==> src/rtl/survival_time_counter_pkg.sv <==
// Shared asteroid-game definitions: FSM encoding, BCD digit width and the
// survival-time ceiling used by the score counter.
package survival_time_counter_pkg;

    typedef enum logic [1:0] {
        IDLE   = 2'd0,
        RUN    = 2'd1,
        PAUSED = 2'd2,
        OVER   = 2'd3
    } game_state_t;

    localparam int BCD_W       = 4;
    localparam int MAX_SECONDS = 999;

    // Binary value of a 3-digit {hundreds, tens, ones} BCD word.
    function automatic logic [31:0] bcd_value(input logic [3*BCD_W-1:0] bcd);
        return (32'(bcd[11:8]) * 32'd100) + (32'(bcd[7:4]) * 32'd10) + 32'(bcd[3:0]);
    endfunction

endpackage

==> src/rtl/survival_time_counter_bcd_digit_counter.sv <==
// One decimal digit of the survival-time score: counts 0..9 on inc and
// produces a ripple carry for the next more significant digit.
module bcd_digit_counter
    import survival_time_counter_pkg::*;
(
    input  logic             clk,
    input  logic             rst,
    input  logic             clr,
    input  logic             inc,
    input  logic             hold,
    output logic [BCD_W-1:0] digit,
    output logic             carry
);

    logic [BCD_W-1:0] digit_r;
    logic             at_nine_s;

    assign at_nine_s = (digit_r == 4'd9);
    assign carry     = inc & ~hold & at_nine_s;
    assign digit     = digit_r;

    // Digit register: clear wins, hold freezes the saturated score.
    always_ff @(posedge clk or negedge rst) begin
        if (!rst) begin
            digit_r <= 4'd0;
        end else if (clr) begin
            digit_r <= 4'd0;
        end else if (inc && !hold) begin
            digit_r <= at_nine_s ? 4'd0 : (digit_r + 4'd1);
        end else begin
            digit_r <= digit_r;
        end
    end

endmodule

==> src/rtl/survival_time_counter.sv <==
// Survival-time counter: gates the one-second timer, counts its timeout
// pulses as BCD seconds and raises the difficulty level periodically.
module survival_time_counter
    import survival_time_counter_pkg::*;
#(
    parameter int LEVEL_PERIOD = 10,
    parameter int MAX_LEVEL    = 7,
    parameter int LEVEL_W      = 3
) (
    input  logic               clk,
    input  logic               rst,
    input  logic               start,
    input  logic               pause,
    input  logic               collision,
    input  logic               tick,
    output logic               timer_enable,
    output logic [11:0]        secs_bcd,
    output logic [LEVEL_W-1:0] level,
    output logic               level_up,
    output logic               running,
    output logic               game_over
);

    localparam int PERIOD_W = 7;
    localparam logic [PERIOD_W-1:0] PERIOD_LAST = PERIOD_W'(LEVEL_PERIOD - 1);
    localparam logic [LEVEL_W-1:0]  LEVEL_MAX   = LEVEL_W'(MAX_LEVEL);

    game_state_t         state_r;
    game_state_t         state_n;
    logic                new_game_s;
    logic                sat_s;
    logic                count_s;
    logic [PERIOD_W-1:0] period_r;
    logic [LEVEL_W-1:0]  level_r;
    logic                level_up_r;
    logic                timer_enable_r;
    logic                running_r;
    logic                game_over_r;
    logic [BCD_W-1:0]    ones_s;
    logic [BCD_W-1:0]    tens_s;
    logic [BCD_W-1:0]    hund_s;
    logic                ones_carry_s;
    logic                tens_carry_s;
    logic                hund_carry_s;

    assign secs_bcd     = {hund_s, tens_s, ones_s};
    assign sat_s        = (bcd_value(secs_bcd) == 32'(MAX_SECONDS));
    // collision outranks start, so a simultaneous hit never restarts the game
    assign new_game_s   = ((state_r == IDLE) || (state_r == OVER)) && start && !collision;
    assign count_s      = (state_r == RUN) && tick && !collision && !pause && !sat_s;

    // Next-state logic.
    always_comb begin
        state_n = state_r;
        case (state_r)
            IDLE: begin
                if (new_game_s) state_n = RUN;
                else            state_n = IDLE;
            end
            RUN: begin
                if (collision)  state_n = OVER;
                else if (pause) state_n = PAUSED;
                else            state_n = RUN;
            end
            PAUSED: begin
                if (collision)   state_n = OVER;
                else if (!pause) state_n = RUN;
                else             state_n = PAUSED;
            end
            OVER: begin
                if (new_game_s) state_n = RUN;
                else            state_n = OVER;
            end
            default: state_n = IDLE;
        endcase
    end

    // State register and status outputs, registered from the next state.
    always_ff @(posedge clk or negedge rst) begin
        if (!rst) begin
            state_r        <= IDLE;
            timer_enable_r <= 1'b0;
            running_r      <= 1'b0;
            game_over_r    <= 1'b0;
        end else begin
            state_r        <= state_n;
            timer_enable_r <= (state_n == RUN);
            running_r      <= (state_n == RUN);
            game_over_r    <= (state_n == OVER);
        end
    end

    // Level-period counter, level and its one-cycle increment pulse.
    always_ff @(posedge clk or negedge rst) begin
        if (!rst) begin
            period_r   <= 7'd0;
            level_r    <= '0;
            level_up_r <= 1'b0;
        end else if (new_game_s) begin
            period_r   <= 7'd0;
            level_r    <= '0;
            level_up_r <= 1'b0;
        end else if (count_s) begin
            if (period_r == PERIOD_LAST) begin
                period_r <= 7'd0;
                if (level_r < LEVEL_MAX) begin
                    level_r    <= level_r + 1'b1;
                    level_up_r <= 1'b1;
                end else begin
                    level_r    <= level_r;
                    level_up_r <= 1'b0;
                end
            end else begin
                period_r   <= period_r + 7'd1;
                level_r    <= level_r;
                level_up_r <= 1'b0;
            end
        end else begin
            period_r   <= period_r;
            level_r    <= level_r;
            level_up_r <= 1'b0;
        end
    end

    bcd_digit_counter u_ones (
        .clk   (clk),
        .rst   (rst),
        .clr   (new_game_s),
        .inc   (count_s),
        .hold  (sat_s),
        .digit (ones_s),
        .carry (ones_carry_s)
    );

    bcd_digit_counter u_tens (
        .clk   (clk),
        .rst   (rst),
        .clr   (new_game_s),
        .inc   (ones_carry_s),
        .hold  (sat_s),
        .digit (tens_s),
        .carry (tens_carry_s)
    );

    bcd_digit_counter u_hund (
        .clk   (clk),
        .rst   (rst),
        .clr   (new_game_s),
        .inc   (tens_carry_s),
        .hold  (sat_s),
        .digit (hund_s),
        .carry (hund_carry_s)
    );

    assign timer_enable = timer_enable_r;
    assign running      = running_r;
    assign game_over    = game_over_r;
    assign level        = level_r;
    assign level_up     = level_up_r;

    logic unused_s;
    assign unused_s = hund_carry_s;

endmodule

==> config.mk <==
export PLATFORM = sky130hd
export DESIGN_NAME = survival_time_counter
export DESIGN_NICKNAME = d
export VERILOG_FILES = /design/src/rtl/survival_time_counter_pkg.sv /design/src/rtl/survival_time_counter_bcd_digit_counter.sv /design/src/rtl/survival_time_counter.sv
export SDC_FILE = /design/constraint.sdc
export NUM_CORES = 1
export LEC_CHECK = 0
export CAP_MARGIN = 20
export CORE_MARGIN = 2
export CORE_UTILIZATION = 58
export CTS_CLUSTER_DIAMETER = 120
export DETAILED_ROUTE_END_ITERATION = 10
export PLACE_DENSITY_LB_ADDON = 0.08
export SYNTH_ARGS = -nofsm -noshare
export SYNTH_HDL_FRONTEND = slang
export SYNTH_HIERARCHICAL = 1
export SYNTH_SLANG_ARGS = --single-unit
==> constraint.sdc <==
create_clock -name clk -period 5.15 [get_ports clk]
set_input_delay 1.2875 -clock clk [delete_from_list [all_inputs] [get_ports clk]]
set_output_delay 1.2875 -clock clk [all_outputs]
set_load 0.05 [all_outputs]
==> run metrics, run 1 <==
post-cts sizing count 0; antenna violation net count after detailed routing 0; clock buffer depth 2; fin util between 70% and 80%; Chip Width approximately 70 um; status finished, final reports clean; Gate Count Post-Synth roughly 270; Clk pin slew, worst setup/hold paths about 0.10 ns; # fillers 328; final hold violation count 0; die height between 60 and 70 um; most frequent CP cell ha_1; Syn Nets around 320; reg2reg setup slack ~0.37 ns; WP data required around 5.4 ns; CTS root buf clkbuf_8; power per cell area 217.0 mW/mm^2; Worst setup SP type flop; CTS tree done; gr ovfl total 0; dpl cells 348; Layout area overhead 15.05%; critical path cell sequence ha_1 -> ha_1 -> fa_1 -> xor2_1 -> ha_1 -> ha_1 -> a211oi_1 -> o21bai_1 -> o211a_1 -> o211ai_2 -> o21ai_4 -> inv_2 -> nand2b_4 -> and2b_2 -> nand2b_4 -> and2b_2 -> nand2b_4 -> or4b_1 -> a31oi_1; WL/cell between 10 and 15 um; RSZ-0062 raised after global routing false; critical path's slowest cell or4b_1; GRT Total Usage 21.96%; pins over their slew limit 0; total CTS buffers 3; share of layout cells above drive strength 1 approximately 12%; leading cell type in the layout, fill and taps excluded ha_1; Crit Path Category flop to flop; most frequent cells in the layout ha_1, dfrtp_1, nand2_1; Antenna diodes 0; Post-Syn Area roughly 0.0025 mm^2; row cnt 23; fin crit period roughly 4.8 ns; Worst VDD drop 247.9 uV; Hold-fix buffers, CTS 0; detailed-placement wirelength estimate ~3900 um; Core ar. roughly 0.0041 mm^2; DR vias around 2100; Via density between 5 and 6; Max H-tree Level 1; Fin Setup TNS 0 ns; post-CTS setup buffer count 0; fin crit share roughly 93%; crit path capture type flop; Final setup viols 0; initial antenna violation count 0; PortBufs 24; initial core utilization between 60% and 70%; Max Cap Viol 0; drt total wl between 4000 and 5000 um; Finished Layout Cells between 300 and 400; FMAX 209.3 MHz; largest net degree at the start of global routing 28; Die ar. between 0.004 and 0.005 mm^2; first-pass GRT wire length ~8900 um; Num Clock Sinks 27; # IOs 25; clock skew roughly 0.0048 ns; Reg area 675.6 um^2; CP arrival 4.98 ns; worst-margin pin slew around 0.70 ns; number of global-route vias before repair roughly 2000; worst rel slew slack 53.22%; DRC 0; multi-input gate area in the final layout ~0.0017 mm^2; Worst Path Max Fanout 7; Hold Crit Class flop to flop; CP max stage delay approximately 0.49 ns; Initial DRT Pass Iterations 4; P_leak between 1 and 1.5 nW; clock latency on the worst-skew pair approximately 0.28 ns; Mapped Avg Cell Area 9.262 um^2; gpl congestion about 0.80; Nets approximately 350; initial drt markers 59; Yosys Warn Count 6
-- final cells by class --
cell class,instances,share of cell area [%]
clock buffers,3,1.430
clock inverters,1,0.1733
inverters,25,3.250
multi-input cells,216,59.71
flip-flops and latches,27,23.40
well taps,50,2.166
repair buffers,30,9.879
-- registers in the layout, summed over array words and instances, names as in the netlist --
register,count
running,1
state_r,2
level,3
u_tens/digit,4
u_hund/digit,4
game_over,1
level_up,1
period_r,7
u_ones/digit,4
-- worst max-delay path: cells and delay by family (launching register included) --
kind                       cells  cell delay (ns)
xor gates and xnor gates       1             0.15
AOI/OAI and AO/OA              6             1.19
buffers and inverters          1             0.13
DFF                            1             0.47
adders and majority gates      5             1.54
and+or+nand+nor                6             1.20
-- layer usage --
| metal | share of wire, % | wire length, um | track usage [%] |
|---|---|---|---|
| met4 | 0.46 | 23 | 3.205 |
| met3 | 3.0 | 148 | 2.180 |
| met2 | 51 | 2536 | 38.84 |
| met5 | 0 | 0 | 0 |
| met1 | 45 | 2247 | 29.69 |
-- report_power, final --
part	total [mW]	switching (mW)	internal, mW
logic	0.242	0.153	0.0896
registers	0.259	0.0216	0.237
clock network	0.125	0.0711	0.0544
total	0.627	0.245	0.381
-- final timing paths --
kind,end,from,cells after the start
max,u_hund/digit[3],u_tens/digit[1],19
min in group asynchronous,level[2],rst,2
min reg2reg,period_r[6],period_r[6],2
max in group asynchronous,game_over,rst,2
min,period_r[6],period_r[6],2
max reg2reg,u_hund/digit[3],u_tens/digit[1],19
-- metrics by stage --
stage / hold WS, ns / worst slack (ns) / instance area [um^2] / power, mW
floorplan: 0.5049 / 0.2951 / 2510 / 0.4409
global placement: 0.5219 / 0.4871 / 2841 / 0.4992
detailed placement: 0.5361 / 0.3751 / 2841 / 0.5057
CTS: 0.5520 / 0.3663 / 2888 / 0.6346
global route: 0.5880 / 0.06655 / 2888 / 0.6653
finish: 0.5432 / 0.3717 / 2888 / 0.6267
(Power assumes the default switching activity.)
==> run 2: changes to the inputs <==
--- a/config.mk
+++ b/config.mk
@@ -5,9 +5,10 @@
 export SDC_FILE = /design/constraint.sdc
 export NUM_CORES = 1
 export LEC_CHECK = 0
+export ABC_CLOCK_PERIOD_IN_PS = 6000
 export CAP_MARGIN = 20
 export CORE_MARGIN = 2
-export CORE_UTILIZATION = 58
+export CORE_UTILIZATION = 60
 export CTS_CLUSTER_DIAMETER = 120
 export DETAILED_ROUTE_END_ITERATION = 10
 export PLACE_DENSITY_LB_ADDON = 0.08
==> constraint.sdc (replaced) <==
create_clock -name clk -period 6 [get_ports clk]
set_input_delay 1.5 -clock clk [delete_from_list [all_inputs] [get_ports clk]]
set_output_delay 1.5 -clock clk [all_outputs]
set_load 0.05 [all_outputs]
==> run metrics, run 2 (synthesis gave the netlist of run 1 again) <==
status finished, final reports clean; GRT Total Usage around a quarter; initial core utilization approximately 63%; Largest Register period_r; Die ar. between 0.004 and 0.005 mm^2; most frequent CP cell ha_1; Largest register FFs 7; Final setup viols 0; WL/cell roughly 14 um; # IOs 25; Nets about 350; post-cts sizing count 0; clock buffer depth 2; Sw Ratio between 30% and 40%; initial antenna violation count 0; Top delay family on crit path adder cells; critical path cell sequence ha_1 -> ha_1 -> fa_1 -> xor2_1 -> ha_1 -> ha_1 -> a211oi_1 -> o21bai_1 -> o211a_1 -> o211ai_2 -> nor2_1 -> nand2b_4 -> and2b_2 -> nand2b_4 -> and2b_2 -> nand2b_4 -> or4b_1 -> a31oi_1; Max Cap Viol 0; Worst setup SP type flop; Via density 5.876; leading cell type in the layout, fill and taps excluded ha_1; pins over their slew limit 0; WP data required 6.20 ns; Clock Power Share 20.3%; Num Clock Sinks 27; P_leak about 1.4 nW; first-pass GRT wire length ~8500 um; gr ovfl total 0; largest net degree at the start of global routing 28; P_int about 0.33 mW; crit path capture type flop; hold slack final 0.5620 ns; Max H-tree Level 1; critical path's slowest cell or4b_1; CTS root buf clkbuf_8; Core ar. between 0.004 and 0.005 mm^2; gpl congestion 0.7914; FMAX between 200 and 250 MHz; DRC 0; Reg area just under 700 um^2; Hold Crit Class flop to flop; clock latency on the worst-skew pair between 0.2 and 0.3 ns; post-CTS setup buffer count 0; DR vias between 2000 and 2500; fin crit period 4.886 ns; clock skew 0.001821 ns; Worst Hold Endpoint period_r[6]; combinational share of power between 30% and 40%; RSZ-0062 raised after global routing false; initial drt markers approximately 120; Reg-to-Reg Start u_tens/digit[1]; row cnt 23; detailed-placement wirelength estimate a little under 4000 um; hold path depth 2; CTS tree done; PortBufs 24; CP max stage delay ~0.5 ns; reg2reg setup slack around 1.1 ns; multi-input gate area in the final layout about 0.0017 mm^2; number of global-route vias before repair roughly 1900; total CTS buffers 3; Reg2Reg Depth 18; antenna violation net count after detailed routing 0; final hold violation count 0; power per cell area roughly 190 mW/mm^2; P_sw between 0.2 and 0.25 mW; Layout area overhead 13.66%; Worst VDD drop 204.7 uV; Crit Path Category flop to flop; Clk pin slew, worst setup/hold paths roughly 0.1 ns; Hold Crit Start period_r[6]; Worst Path Max Fanout 7; die height slightly below 70 um; Reg power frac between 40 and 50%; drt total wl between 4000 and 5000 um; share of layout cells above drive strength 1 approximately 11%; Fin Setup TNS 0 ns; worst rel slew slack about half; Chip Width approximately 70 um; # fillers roughly 320; Antenna diodes 0; most frequent cells in the layout ha_1, dfrtp_1, nand2_1; Initial DRT Pass Iterations 4; WP buf/inv 0; Reg-to-Reg End u_hund/digit[3]; Hold-fix buffers, CTS 0; worst-margin pin slew 0.7283 ns; CP arrival ~5.1 ns; fin util between 70% and 80%; fin crit share between 80 and 90%
## run 2: cell count changes in the layout (fill, tap and decap cells not counted)
cell and change:
buf_4 -5, clkinv_2 -1, clkinvlp_4 +1
## run 2: power by group through the flow
stage	clock [mW]	sequential [mW]	combinational, mW
6_report	0.110	0.224	0.208
5_1_grt	0.120	0.227	0.232
4_1_cts	0.116	0.224	0.211
3_5_place_dp	0	0.227	0.208
3_3_place_gp	0	0.226	0.203
2_1_floorplan	0	0.259	0.119
## run 2: per-layer routing
layer	track usage, %	wire length (um)
met1	29.53	2207
met2	42.79	2621
met3	2.760	132
met4	5.750	22
met5	0	0
## run 2: final cells by class
class | count | area share [%]
repair buffers | 25 | 8.684
flip-flops and latches | 27 | 23.68
well taps | 50 | 2.193
inverters | 25 | 3.289
clock buffers | 3 | 1.447
clock inverters | 1 | 0.2632
multi-input cells | 216 | 60.44
## run 2: worst max-delay path by stage
stage,from,endpoint,depth (start not counted)
floorplan,u_tens/digit[3],u_hund/digit[3],18
global placement,u_tens/digit[1],u_hund/digit[3],18
detailed placement,u_tens/digit[1],u_hund/digit[3],18
CTS,u_tens/digit[1],u_hund/digit[2],18
global route,u_tens/digit[1],u_hund/digit[2],18
finish,u_tens/digit[1],u_hund/digit[3],18
## run 2: worst reg2reg max path, delay by kind of cell (launching register included)
kind | cells | cell delay (ns)
AND/OR/NAND/NOR | 7 | 1.54
flip-flops | 1 | 0.48
AO/OA/AOI/OAI | 5 | 1.05
adder cells (fa/ha/maj) | 5 | 1.59
XOR/XNOR | 1 | 0.17
## run 2: stage by stage
step	cell area [um^2]	std cells	setup WS, ns	total power, mW
3_5_place_dp	2804	343	1.136	0.4358
6_report	2853	347	1.114	0.5414
5_1_grt	2853	347	0.8283	0.5781
3_3_place_gp	2804	343	1.242	0.4286
4_1_cts	2853	347	1.112	0.5502
2_1_floorplan	2510	271	1.145	0.3784
==> run 3: changes to the inputs <==
--- a/config.mk
+++ b/config.mk
@@ -5,10 +5,10 @@
 export SDC_FILE = /design/constraint.sdc
 export NUM_CORES = 1
 export LEC_CHECK = 0
-export ABC_CLOCK_PERIOD_IN_PS = 6000
+export ABC_CLOCK_PERIOD_IN_PS = 3900
 export CAP_MARGIN = 20
 export CORE_MARGIN = 2
-export CORE_UTILIZATION = 60
+export CORE_UTILIZATION = 52
 export CTS_CLUSTER_DIAMETER = 120
 export DETAILED_ROUTE_END_ITERATION = 10
 export PLACE_DENSITY_LB_ADDON = 0.08
==> constraint.sdc (replaced) <==
create_clock -name clk -period 3.9 [get_ports clk]
set_input_delay 0.975 -clock clk [delete_from_list [all_inputs] [get_ports clk]]
set_output_delay 0.975 -clock clk [all_outputs]
set_load 0.05 [all_outputs]
==> run metrics, run 3 (synthesis gave the netlist of run 1 again) <==
status complete, but fails checks; failing checks negative setup slack; first-pass GRT wire length slightly below 10000 um; P_leak 1.515 nW; drt total wl 6028 um; Worst VDD drop between 400 and 500 uV; initial core utilization between 50% and 60%; Placement Cell Area 0.003171 mm^2; final hold violation count 0; PortBufs 24; Worst Path Max Fanout 6; Chip Width ~73 um; most frequent cells in the layout buf_4, ha_1, nand2_1; total CTS buffers 3; Core ar. 0.004692 mm^2; # IOs 25; antenna violation net count after detailed routing 0; WL/cell 15.54 um; clock skew between 0.01 and 0.015 ns; share of layout cells above drive strength 1 approximately a third; Design Power around 0.86 mW; Worst setup SP type flop; fin worst setup slack -0.4446 ns; die height ~73 um; detailed-placement wirelength estimate ~4500 um; DRC 0; CTS tree done; final instance area approximately 0.0034 mm^2; critical path cell sequence ha_4 -> ha_4 -> fa_2 -> xor2_2 -> ha_1 -> ha_4 -> a211oi_2 -> o21bai_1 -> o211a_1 -> o211ai_4 -> o21ai_4 -> inv_2 -> nand2b_4 -> and2b_2 -> nand2b_4 -> and2b_2 -> nand2b_4 -> or4b_4 -> a31oi_1; number of global-route vias before repair around 2100; pins over their slew limit 0; Max Cap Viol 0; fin crit period about 4.3 ns; Max H-tree Level 1; gpl congestion 0.8020; RSZ-0062 raised after global routing true; clock buffer depth 2; initial drt markers about 130; Antenna diodes 0; power per cell area 253.0 mW/mm^2; WP data required just over 4 ns; leading cell type in the layout, fill and taps excluded buf_4; Final setup viols 8; gr ovfl total 0; Hold-fix buffers, CTS 0; GRT Total Usage between 20% and 30%; worst rel slew slack between 30 and 40%; Nets ~380; dpl cells approximately 380; CTS root buf clkbuf_8; crit path capture type flop; clock latency on the worst-skew pair a little under 0.3 ns; largest net degree at the start of global routing 19; Largest register FFs 7; Clk pin slew, worst setup/hold paths 0.11 ns; Place WS -0.4252 ns; Layout area overhead 34.75%; Via density slightly below 6; Initial DRT Pass Iterations 6; Largest Register period_r; Num Clock Sinks 27; initial antenna violation count 0; DR vias around 2200; Finished Layout Cells roughly 390; FMAX 230.2 MHz; worst-margin pin slew slightly above 0.9 ns; fin crit share 111.4%; Die ar. 0.005399 mm^2; Hold Crit Class flop to flop; row cnt 25; Crit Path Category flop to flop; CP arrival around 4.6 ns; critical path's slowest cell dfrtp_4; CP max stage delay about 0.50 ns
## run 3: changes by cell type in the layout (fill, tap and decap cells not counted), sizes merged
cell	delta
inv	+1
buf	+37
clkinvlp	-1
## run 3: final timing paths
path	startpoint	to	slack, ns	cells past startpoint
min in group asynchronous	rst	period_r[4]	1.18	1
worst max register to register	u_tens/digit[3]	u_hund/digit[3]	-0.44	19
worst min-delay path	period_r[6]	period_r[6]	0.56	2
worst min register to register	period_r[6]	period_r[6]	0.56	2
worst max-delay path	u_tens/digit[3]	u_hund/digit[3]	-0.44	19
max in group asynchronous	rst	period_r[5]	2.04	2
## run 3: per-layer routing
metal	vias to the layer above	GRT usage [%]	share of wire (%)	routed length, um
met1	1088	34.02	48	2889
met4	0	4.848	0.88	53
met5	-	0	0	0
met2	37	37.30	49	2938
met3	5	2.058	2.4	147
li1	1109	-	-	-
## run 3: metrics by stage
step	hold slack, ns	setup TNS (ns)	util (%)
floorplan	0.5049	-1.542	-
global placement	0.5380	-1.188	67.57
detailed placement	0.5367	-1.621	67.57
CTS	0.5650	-1.992	69.60
global route	0.5854	-3.333	72.08
finish	0.5601	-2.036	72.08
## run 3: repair_timing
action,4_1_cts,5_1_grt
gates cloned,0,0
setup buffers,7,4
setup endpoints to repair,8,9
resized for setup,0,22
pin swaps,10,22
## run 3: layout make-up
class / count / area (um^2)
clock buffers: 3 / 41.29
clock inverters: 1 / 8.758
fillers: 376 / 1310
inverters: 25 / 93.84
multi-input cells: 216 / 1952
flip-flops and latches: 27 / 693.2
well taps: 54 / 67.56
repair buffers: 62 / 525.5
## run 3: worst max-delay path, delay by kind of cell, from the launching register on
family | cells | cell delay, ns
compound gates | 6 | 1.05
buf+inv | 1 | 0.08
fa+ha+maj | 5 | 1.32
simple gates | 6 | 1.14
flops | 1 | 0.50
xor+xnor | 1 | 0.16
## run 3: report_power, final
part	switching, mW	total (mW)	internal, mW	leakage, nW
logic	0.203	0.330	0.127	1.13
clock network	0.107	0.182	0.0755	0.0261
registers	0.0297	0.343	0.313	0.357
